[config.mk]
export PLATFORM = sky130hd
export DESIGN_NAME = button_debouncer
export DESIGN_NICKNAME = d
export VERILOG_FILES = /design/src/rtl/button_debouncer.sv
export SDC_FILE = /design/constraint.sdc
export NUM_CORES = 1
export LEC_CHECK = 0
export CORE_AREA = 5 5 118 120
export DETAILED_ROUTE_END_ITERATION = 6
export DIE_AREA = 0 0 123 125
export PLACE_DENSITY = 0.71
export RECOVER_POWER = 25
export SLEW_MARGIN = 0
export SYNTH_ARGS = -nofsm -noshare
export SYNTH_HDL_FRONTEND = slang
export SYNTH_SLANG_ARGS = --single-unit
[constraint.sdc]
create_clock -name clk -period 2.99 [get_ports clk]
set_input_delay 0.897 -clock clk [delete_from_list [all_inputs] [get_ports clk]]
set_output_delay 0.897 -clock clk [all_outputs]
set_load 0.05 [all_outputs]
[src/rtl/button_debouncer.sv]
// Per-lane debounce, press/auto-repeat increment strobes and a display refresh strobe.
// Each lane is an independent counter-based debouncer feeding a small repeat FSM.
module button_debouncer #(
  parameter int DIGITS         = 3,
  parameter int DB_CYCLES      = 10000,
  parameter int REPEAT_EN      = 1,
  parameter int REPEAT_DELAY   = 500000,
  parameter int REPEAT_RATE    = 100000,
  parameter int REFRESH_PERIOD = 50000
) (
  input  logic              clk,
  input  logic              reset,
  input  logic [DIGITS-1:0] btn_in,
  output logic [DIGITS-1:0] btn_state,
  output logic [DIGITS-1:0] inc_pulse,
  output logic              refresh_req
);

  localparam int RPT_MAX = (REPEAT_DELAY > REPEAT_RATE) ? REPEAT_DELAY : REPEAT_RATE;
  localparam int DB_W    = $clog2(DB_CYCLES);
  localparam int RPT_W   = $clog2(RPT_MAX);
  localparam int REF_W   = $clog2(REFRESH_PERIOD);

  typedef enum logic [1:0] {RELEASED, DELAY, REPEAT} lane_state_e;

  logic [DIGITS-1:0] inc_pulse_d;

  genvar gi;
  generate
    for (gi = 0; gi < DIGITS; gi++) begin : g_lane
      logic [DB_W-1:0]  db_cnt_q, db_cnt_d;
      logic             btn_q, btn_d;
      lane_state_e      state_q, state_d;
      logic [RPT_W-1:0] rpt_cnt_q, rpt_cnt_d;
      logic             inc_q, inc_d;

      always_comb begin
        db_cnt_d = db_cnt_q;
        btn_d    = btn_q;
        if (btn_in[gi] == btn_q) begin
          db_cnt_d = '0;
        end else if (db_cnt_q == DB_W'(DB_CYCLES - 1)) begin
          btn_d    = ~btn_q;
          db_cnt_d = '0;
        end else begin
          db_cnt_d = db_cnt_q + DB_W'(1);
        end
      end

      // The FSM looks at the registered level, so the press strobe lands one cycle after btn_state rises.
      always_comb begin
        state_d   = state_q;
        rpt_cnt_d = rpt_cnt_q;
        inc_d     = 1'b0;
        case (state_q)
          RELEASED: begin
            if (btn_q) begin
              inc_d     = 1'b1;
              rpt_cnt_d = '0;
              state_d   = (REPEAT_EN != 0) ? DELAY : REPEAT;
            end
          end
          DELAY: begin
            if (rpt_cnt_q == RPT_W'(REPEAT_DELAY - 1)) begin
              inc_d     = 1'b1;
              rpt_cnt_d = '0;
              state_d   = REPEAT;
            end else begin
              rpt_cnt_d = rpt_cnt_q + RPT_W'(1);
            end
          end
          REPEAT: begin
            if (REPEAT_EN != 0) begin
              if (rpt_cnt_q == RPT_W'(REPEAT_RATE - 1)) begin
                inc_d     = 1'b1;
                rpt_cnt_d = '0;
              end else begin
                rpt_cnt_d = rpt_cnt_q + RPT_W'(1);
              end
            end
          end
          default: state_d = RELEASED;
        endcase
        // Release wins over a coincident repeat terminal count.
        if (!btn_q) begin
          state_d   = RELEASED;
          rpt_cnt_d = '0;
          inc_d     = 1'b0;
        end
      end

      always_ff @(posedge clk) begin
        if (reset) begin
          db_cnt_q  <= '0;
          btn_q     <= 1'b0;
          state_q   <= RELEASED;
          rpt_cnt_q <= '0;
          inc_q     <= 1'b0;
        end else begin
          db_cnt_q  <= db_cnt_d;
          btn_q     <= btn_d;
          state_q   <= state_d;
          rpt_cnt_q <= rpt_cnt_d;
          inc_q     <= inc_d;
        end
      end

      assign inc_pulse_d[gi] = inc_d;
      assign btn_state[gi]   = btn_q;
      assign inc_pulse[gi]   = inc_q;
    end
  endgenerate

  logic [REF_W-1:0] ref_cnt_q, ref_cnt_d;
  logic             refresh_q, refresh_d;

  always_comb begin
    refresh_d = (|inc_pulse_d) || (ref_cnt_q == REF_W'(REFRESH_PERIOD - 1));
    ref_cnt_d = refresh_d ? '0 : ref_cnt_q + REF_W'(1);
  end

  always_ff @(posedge clk) begin
    if (reset) begin
      ref_cnt_q <= '0;
      refresh_q <= 1'b0;
    end else begin
      ref_cnt_q <= ref_cnt_d;
      refresh_q <= refresh_d;
    end
  end

  assign refresh_req = refresh_q;

endmodule

==> impl_results.md <==
- Worst EP required: 2.09 ns
- Seq/Total Area, Yosys: 41.1%
- Outcome: finished clean
- H-tree depth: 4
- RSZ-0062 raised after global routing: no
- Placer's final routability congestion estimate: 0.786
- Final TNS setup: 0 ns
- Max_cap viols: 0
- Crit Path Max Fanout: 5
- Mux contribution to synthesized area: 0.983%
- Synth Net Count: 764
- P_leak: 0.00245 µW
- Port bufs: 11
- Die area: 15400 µm²
- F_max: 386 MHz
- Max_slew headroom: 48.6%
- Antenna fix cells: 0
- Cell variety after synth: 56
- Layout area overhead: 12.0%
- Die width: 123 µm
- # placed instances: 899
- Non-filler cells, final: 929
- GRT Util Overall: 16.2%
- CTS tree: built
- Fin crit share: 86.7%
- Clk buf depth: 2
- Buffer and inverter count on the worst path: 1
- Post-CTS Hold Fix Bufs: 0
- Cells after Synth: 735
- Crit path largest cell delay: 0.85 ns
- Worst vdd ir: 0.408 mV
- Root Driver: clkbuf_16
- Detailed Routing Iterations Pass 1: 4
- Synth warn: 0
- Simple logic cell fraction of the synthesized area: 26.8%
- Clock period minus final worst setup slack: 2.59 ns
- Asr flop ratio synth: 0%
- Residual DRC count: 0
- Most frequent cells in the layout: 128 x dfxtp_1, 88 x nor2_1, 71 x nand2_1, 46 x nand3_1, 37 x xor2_1
- PD cells: 524 nW/µm²
- Clock Latency Late Sink: 0.41 ns
- Share of cells above drive strength 1: 5.71%
- Fillers: 1152
- EDFF count, synth: 0
- Chip height: 125 µm
- CTS buffer count: 17
- Vias per inst: 5.45
- Vias in the first global route: 4688
- Place WS: 0.305 ns
- Worst min-delay path class: flop to flop
- Crit Path Category: flop to output port
- I/O pin count: 12
- #FFs+latches synth: 128
- Setup crit end kind: output port
- Netlist Area Pre-Place: 6240 µm²
- Fin nets: 771
- Worst path slowest cell: clkdlybuf4s50_1
- Worst Tran Pin Value: 0.764 ns
- Total power: 3660 µW
- Final setup vio count: 0
- Total grt overflow: 0
- Antenna Violating Nets Remaining: 0
- Flop-to-flop setup slack: 0.56 ns
- Final clock skew: 0.00626 ns
- Drt first-iter violations: 357
- Critical-path cell list: clkdlybuf4s50_1
- Post-synthesis xor/xnor area fraction: 9.26%
- Final wirelength: 12.1 mm
- Worst-path clk slew: 0.05 ns
- Largest family of logic cells by synthesized area: simple AND/OR/NAND/NOR gates
- Max-slew violation count: 0
- Core ar.: 12900 µm²
- Post-synthesis adder-cell area fraction: 4.81%
- Initial antenna violation count: 0
- CTS sink cnt: 128
- Commonest non-fill, non-tap cell in the layout: dfxtp_1
- Drt wl/cell: 13.0 µm
- Fin. Hold Viols: 0
- Final worst setup slack: 0.399 ns
- Post-CTS setup buffer count: 0
- Worst EP arrival: 1.69 ns
- Global-route wire length before repair: 20.9 mm
- Via count: 5061
- Synth Area in Compound Gates: 12.9%
- Row cnt: 42
- Largest net degree at the start of global routing: 29
- Post-cts sizing count: 0
- Top FF cell, synth: dfxtp_1
- Avg Cell Area, Syn: 8.49 µm²
- Dpl hpwl: 8.34 mm
- Kind of cell adding the most delay to the critical path: buffers and inverters
- CP startpoint kind: flop
- Hold Slack: 0.452 ns
- Initial Utilization: 48.5%
-- sequential cells by signal (all words and copies together), names as in the netlist --
name / flops
g_lane.btn_q: 3
g_lane.inc_q: 3
ref_cnt_q: 16
g_lane.rpt_cnt_q: 57
g_lane.db_cnt_q: 42
g_lane.state_q: 6
refresh_req: 1
-- Yosys cell counts, drive strengths merged (2+ instances only) --
master | count | area, µm²
nand3 | 46 | 230
or4b | 4 | 43.8
nand4 | 23 | 144
and2 | 5 | 31.3
nor3 | 17 | 85.1
and3 | 18 | 113
nor4bb | 3 | 30.0
mux2i | 5 | 50.1
inv | 29 | 109
o22ai | 3 | 18.8
dfxtp | 128 | 2560
o221a | 3 | 33.8
clkbuf | 17 | 63.8
a22o | 13 | 114
nor4b | 3 | 26.3
buf | 10 | 87.6
a31oi | 22 | 138
xor2 | 37 | 324
xnor2 | 29 | 254
a21oi | 29 | 149
nor2 | 88 | 330
and4 | 6 | 53.8
nand2b | 6 | 37.5
or3 | 13 | 83.8
ha | 24 | 300
nor4 | 5 | 31.3
nand2 | 71 | 267
o21ai | 38 | 201
or4 | 2 | 15.0
nor3b | 3 | 22.5
a211oi | 2 | 15.0
a21o | 5 | 45.0
o311ai | 5 | 43.8
nand4b | 3 | 32.5
nand3b | 3 | 22.5
nor2b | 9 | 56.3
-- layout make-up --
type	instances	area [µm²]	share of cell area, %
multi-input combinational	551	3410	48.8
timing repair buffer	15	136	1.95
inverter	29	109	1.56
clock inverter	6	57.6	0.823
tap	176	220	3.15
sequential	128	2560	36.7
clock buffer	24	492	7.03
-- through the flow --
stage	instance area (µm²)	util, %
finish	6990	54.3
global route	6990	54.3
CTS	7000	54.4
detailed placement	6450	50.1
global placement	6450	50.1
floorplan	6240	-
-- power breakdown --
group          switching, µW  leakage [µW]  total [µW]  internal, µW
clock                    688      0.000272        1900          1210
combinational           22.2       0.00114        35.8          13.6
sequential              6.91       0.00103        1720          1720
total                    717       0.00245        3660          2940
-- worst paths after layout --
path	startpoint	end	cells past startpoint
setup / recovery	g_lane[0].btn_q$_SDFFE_PP0P_	btn_state[0]	1
hold reg to reg	g_lane[1].db_cnt_q[0]$_SDFF_PP0_	g_lane[1].db_cnt_q[0]$_SDFF_PP0_	1
setup reg to reg	g_lane[0].rpt_cnt_q[11]$_SDFFE_PP0P_	g_lane[0].rpt_cnt_q[4]$_SDFFE_PP0P_	7
hold / removal	g_lane[1].db_cnt_q[0]$_SDFF_PP0_	g_lane[1].db_cnt_q[0]$_SDFF_PP0_	1
-- per-layer routing --
layer | GRT usage, % | vias to the layer above | routed length, µm
li1 | - | 2611 | -
met1 | 20.9 | 2374 | 5780
met2 | 26.0 | 68 | 5800
met3 | 4.52 | 8 | 410
met4 | 5.99 | 0 | 117
met5 | 0 | - | 0
-- kinds of logic (layout without fill, tap and decap cells) --
| kind of cell | count (synthesis) | in the layout |
|---|---|---|
| buffers and inverters | 56 | 74 |
| AOI/OAI and AO/OA | 125 | 125 |
| and+or+nand+nor | 330 | 330 |
| DFF | 128 | 128 |
| adders and majority gates | 24 | 24 |
| xor gates and xnor gates | 66 | 66 |
| muxes | 6 | 6 |
No activity file was read; power rests on OpenSTA's default activity.
==> patch 1 (config.mk and constraints unchanged) <==
Register the output `refresh_req` once more, without a reset; this adds one clock of latency there. The other outputs are not delayed to match.
--- a/src/rtl/button_debouncer.sv
+++ b/src/rtl/button_debouncer.sv
@@ -130,5 +130,7 @@
   end
 
-  assign refresh_req = refresh_q;
+  always_ff @(posedge clk) begin
+    refresh_req <= refresh_q;
+  end
 
 endmodule
Formal check against the unedited RTL: same outputs for any inputs over 10 cycles, from zero or initial values and one cycle with reset high; that may be too few to reach the edited logic, so the function may still have changed.
==> patch 1 against the unedited design <==
Final cell count rose by 0.11%; highest routed layer unchanged; final area increased by 0.82%; synthesized area is 0.32% higher; sequential cell count grew 1; wire length increased by 0.36%; total power grew 4.6%; largest cell class unchanged; setup slack worse by 0.0098 ns.
==> patch 1: results (changes against the unedited design) <==
| Metric | Value |
|---|---|
| Share of post-route cells with drive strength above 1 | 5.57% (-0.14 points) |
| Area delta synth->final | 12.6% |
| Placed Area | 0.00647 mm2 (+0.31%) |
| First-pass GRT wire length | 21.3 mm (+1.8%) |
| Met2 wire len | 5.90 mm (+1.8%) |
| Peak VDD IR | 0.413 mV (+1.4%) |
| Metal3 WL | 372 um (-9.3%) |
| Leak | 2.47 nW (+1.1%) |
| Length of routed wiring on met1 | 5.61 mm (-3.0%) |
| DR iter-0 viols | 383 (+7.3%) |
| Path depth of the worst reg2reg path | 6 (-1) |
| TritonRoute pass-1 iters | 5 (+1) |
| Inst Count DP | 900 (+0.11%) |
| Most frequent cells after synthesis | dfxtp_1, nor2_1, nand2_1, nand3_1, xor2_1 |
| Clock net power | 0.00206 W (+8%) |
| Via density | 5.50 (+0.92%) |
| WL final | 12.2 mm (+0.36%) |
| Sequential portion of the cell area | 36.6% (about the same) |
| Total track usage | 16.7% (+0.42 points) |
| Number of distinct library cells after synthesis | 56 (unchanged) |
| Number of global-route vias before repair | 4882 (+4.1%) |
| Seq cells | 129 (+0.78%) |
| Comb_multi_in | 551 (unchanged) |
| Hold path cells | 0 (-1) |
| Status | complete, no violations |
| CTS H-Tree Depth | 4 (unchanged) |
| Clock network area share | 8.33% (+0.47 points) |
| GRT met3 Usage | 3.79% (-0.72 points) |
| Synthesis warning total | 0 (unchanged) |
| Slew at the pin with the worst max-slew slack | 0.711 ns (-0.0533 ns) |
| # clk buffers | 24 (unchanged) |
| Adder-Cell Fraction of Synth Area | 4.80% (-0.015 points) |
| Fill cells | 1136 (-1.4%) |
| Internal reg-to-reg setup slack | 0.54 ns (-0.02 ns) |
| Worst r2r dst | ref_cnt_q[0] |
| Post-synthesis xor/xnor area fraction | 9.23% (-0.030 points) |
| Mux contribution to synthesized area | 0.979% (-0.0031 points) |
| Bufs w/o clock | 15 (unchanged) |
| Reg2reg start | g_lane[0].rpt_cnt_q[0] |
| RD Place Congestion | 0.820 (+4.3%) |
| Worst-path cell with the longest stage delay | clkdlybuf4s50_1 |
| Largest net degree at the start of global routing | 29 (unchanged) |
| Fraction of area in multi-input gates | 48.4% (-0.40 points) |
| Min Hold Slack | 0.330 ns (-0.122 ns) |
| Worst hold endpoint | refresh_req |
| Sequential share of the synthesized area | 41.3% (+0.19 points) |
| Net switching power | 0.000725 W (+1.1%) |
| Met2 usage | 26.7% (+0.74 points) |
| Met1 Use GR | 21.1% (+0.19 points) |
| HP Start | refresh_q |
| Top cells by area, synth | dfxtp_1, nor2_1, xor2_1 |
| Hold/Removal Path Class | register to register |
| Mapped Nets | 765 (+0.13%) |
| Per-cell routed wire length | 13.1 um (+0.26%) |
| Clock skew | 0.00809 ns (+0.00183 ns) |
| Detailed placement HPWL | 8.51 mm (+2.0%) |
| Non-clock buffer area fraction after layout | 1.94% (-0.016 points) |
## patch 1: through the flow
stage                     setup WS [ns]  power [W]
after detailed placement          0.298    0.00181
after CTS                         0.373    0.00387
final                             0.389    0.00383
after floorplan                   0.840    0.00180
after global placement            0.380    0.00181
after global routing              0.252    0.00397
## patch 1: worst max-delay path by stage
stage	start	cells after the start	slack (ns)	to
finish	g_lane[2].btn_q	1	0.39	btn_state[2]
detailed placement	reset	7	0.30	g_lane[1].rpt_cnt_q[13]
floorplan	g_lane[2].rpt_cnt_q[8]	7	0.84	g_lane[2].rpt_cnt_q[2]
global placement	reset	7	0.38	g_lane[2].rpt_cnt_q[2]
global route	g_lane[0].rpt_cnt_q[0]	6	0.25	ref_cnt_q[3]
CTS	g_lane[2].btn_q	1	0.37	btn_state[2]
## patch 1: cells by family after synthesis
logic type / count (synthesis)
buf+inv: 56
simple gates: 330
flops: 129
mux: 6
xor+xnor: 66
fa+ha+maj: 24
compound gates: 125
==> patch 2 (config.mk and constraints unchanged) <==
Made on the original files. `REFRESH_PERIOD`: 50000 -> 100000.
--- a/src/rtl/button_debouncer.sv
+++ b/src/rtl/button_debouncer.sv
@@ -7,5 +7,5 @@
   parameter int REPEAT_DELAY   = 500000,
   parameter int REPEAT_RATE    = 100000,
-  parameter int REFRESH_PERIOD = 50000
+  parameter int REFRESH_PERIOD = 100000
 ) (
   input  logic              clk,
Function: no difference found for any inputs over 10 cycles, from zero or initial values and one cycle with reset high; that may be too few to reach the edited logic, so the function may still have changed.
==> patch 2 against the unedited design <==
Critical path depth up 6; critical endpoint is now g_lane[0].rpt_cnt_q[13]; synthesized area up 2.2%; highest routed layer unchanged; sequential cell count up 1; synthesized cell count down 0.41%; wire length up 1.5%; largest cell class unchanged; worst hold slack worse by 0.016 ns; total power up 12%; final area up 4.1%; setup slack worse by 0.036 ns.
==> patch 2: results (changes against the unedited design) <==
| Metric | Value |
|---|---|
| Status | complete, no violations |
| Setup repair bufs after CTS | 0 (unchanged) |
| Number of distinct library cells after synthesis | 55 (-1.8%) |
| Clock slew at reported path FFs | 0.05 ns (about the same) |
| Share of post-route cells with drive strength above 1 | 7.29% (+1.6 points) |
| Fill cells | 1116 (-3.1%) |
| Ys async rst share | 0% (unchanged) |
| Slew at the pin with the worst max-slew slack | 0.659 ns (-0.105 ns) |
| Synthesis warning total | 0 (unchanged) |
| Antenna diode count | 0 (unchanged) |
| Placed Area | 0.00661 mm2 (+2.5%) |
| Sequential share of the synthesized area | 40.5% (-0.56 points) |
| DR vias | 5194 (+2.6%) |
| Fin nets | 770 (-0.13%) |
| Total track usage | 16.8% (+0.58 points) |
| WL final | 12.3 mm (+1.5%) |
| Top cells by area, synth | dfxtp_1, nor2_1, ha_1 |
| Grt ovf | 0 (unchanged) |
| Max FO, Critical Path | 14 (+9) |
| Number of global-route vias before repair | 4909 (+4.7%) |
| Hold/Removal Path Class | register to register |
| Top flop regs | g_lane.rpt_cnt_q x57, g_lane.db_cnt_q x42, ref_cnt_q x17 |
| RD Place Congestion | 0.780 (-0.80%) |
| Detailed placement HPWL | 8.66 mm (+3.8%) |
| First-pass GRT wire length | 21.6 mm (+3.4%) |
| Clk root buf | clkbuf_16 |
| Leak | 2.68 nW (+9.4%) |
| Clock buffer count from CTS | 17 (unchanged) |
| TritonRoute pass-1 iters | 4 (unchanged) |
| CTS max path bufs | 2 (unchanged) |
| Critical Path AT | 2.93 ns (+1.24 ns) |
| Largest net degree at the start of global routing | 33 (+14%) |
| Die W | 123 um (unchanged) |
| Clock skew | 0.00932 ns (+0.00306 ns) |
| DR iter-0 viols | 366 (+2.5%) |
| PortBufs | 11 (unchanged) |
| Antenna violations before repair | 0 (unchanged) |
| Mapped Nets | 761 (-0.39%) |
| Most frequent cells after synthesis | dfxtp_1, nor2_1, nand2_1, nand3_1 |
| CTS H-Tree Depth | 4 (unchanged) |
| # resized after CTS | 0 (unchanged) |
| Peak VDD IR | 0.332 mV (-19%) |
| Clk_lat worst skew | 0.41 ns (about the same) |
-- patch 2: cell count changes in the layout (fill, tap and decap cells not counted), sizes merged, moves of 6 or more --
cell   change
a22o       +8
mux2i      +7
nand2     -18
o21ai     -21
nor2       +6
xor2       -8
nand3      +6
a21oi      +6
or3        -8
inv       -10
nor3       -7
-- patch 2: kinds of logic after synthesis --
| logic type | Yosys count | synth area share, % |
|---|---|---|
| simple gates | 330 | 27.0 |
| flops | 129 | 40.5 |
| compound gates | 123 | 12.9 |
| xor+xnor | 63 | 8.65 |
| buf+inv | 49 | 3.94 |
| fa+ha+maj | 24 | 4.71 |
| mux | 14 | 2.24 |
-- patch 2: per-stage QoR --
stage	total power, W	utilization, %	hold WS (ns)	instances	worst slack (ns)
floorplan	0.00180	-	0.412	732	0.585
global placement	0.00181	51.3	0.425	898	0.273
detailed placement	0.00181	51.3	0.433	898	0.151
CTS	0.00413	56.6	0.444	930	0.331
global route	0.00423	56.5	0.459	930	0.199
finish	0.00409	56.5	0.436	930	0.363
-- patch 2: layout make-up --
class / count / share of cell area, %
clock buffers: 23 / 6.84
clock inverters: 9 / 2.41
inverters: 19 / 0.980
multi-input cells: 554 / 48.7
flip-flops and latches: 129 / 35.5
well taps: 176 / 3.03
repair buffers: 20 / 2.56
-- patch 2: worst paths after layout --
check	slack (ns)	from	to	cells past startpoint
max	0.36	g_lane[0].rpt_cnt_q[12]	g_lane[0].rpt_cnt_q[13]	7
min	0.44	ref_cnt_q[0]	ref_cnt_q[0]	1
max reg2reg	0.36	g_lane[0].rpt_cnt_q[12]	g_lane[0].rpt_cnt_q[13]	7
min reg2reg	0.44	ref_cnt_q[0]	ref_cnt_q[0]	1
-- patch 2: metal layers --
layer / track usage [%] / vias up / share of wire, %
met5: 0 / - / 0
met4: 7.36 / 0 / 1.8
met3: 4.47 / 21 / 2.7
met2: 27.5 / 63 / 49
met1: 20.7 / 2465 / 47
li1: - / 2645 / -
-- patch 2: where the power goes --
group          switching (W)  leakage, nW  internal [W]
combinational      0.0000226         1.31     0.0000149
clock               0.000726        0.325       0.00159
sequential        0.00000693         1.04       0.00173
-- patch 2: worst max-delay path, cell delays in order, from the launching register on --
cell and delay [ns]:
dfxtp_1 0.36, or4b_2 0.66, nor3_1 0.45, a21oi_1 0.16, o21a_1 0.32, buf_4 0.23
a21o_1 0.17, a22o_1 0.17
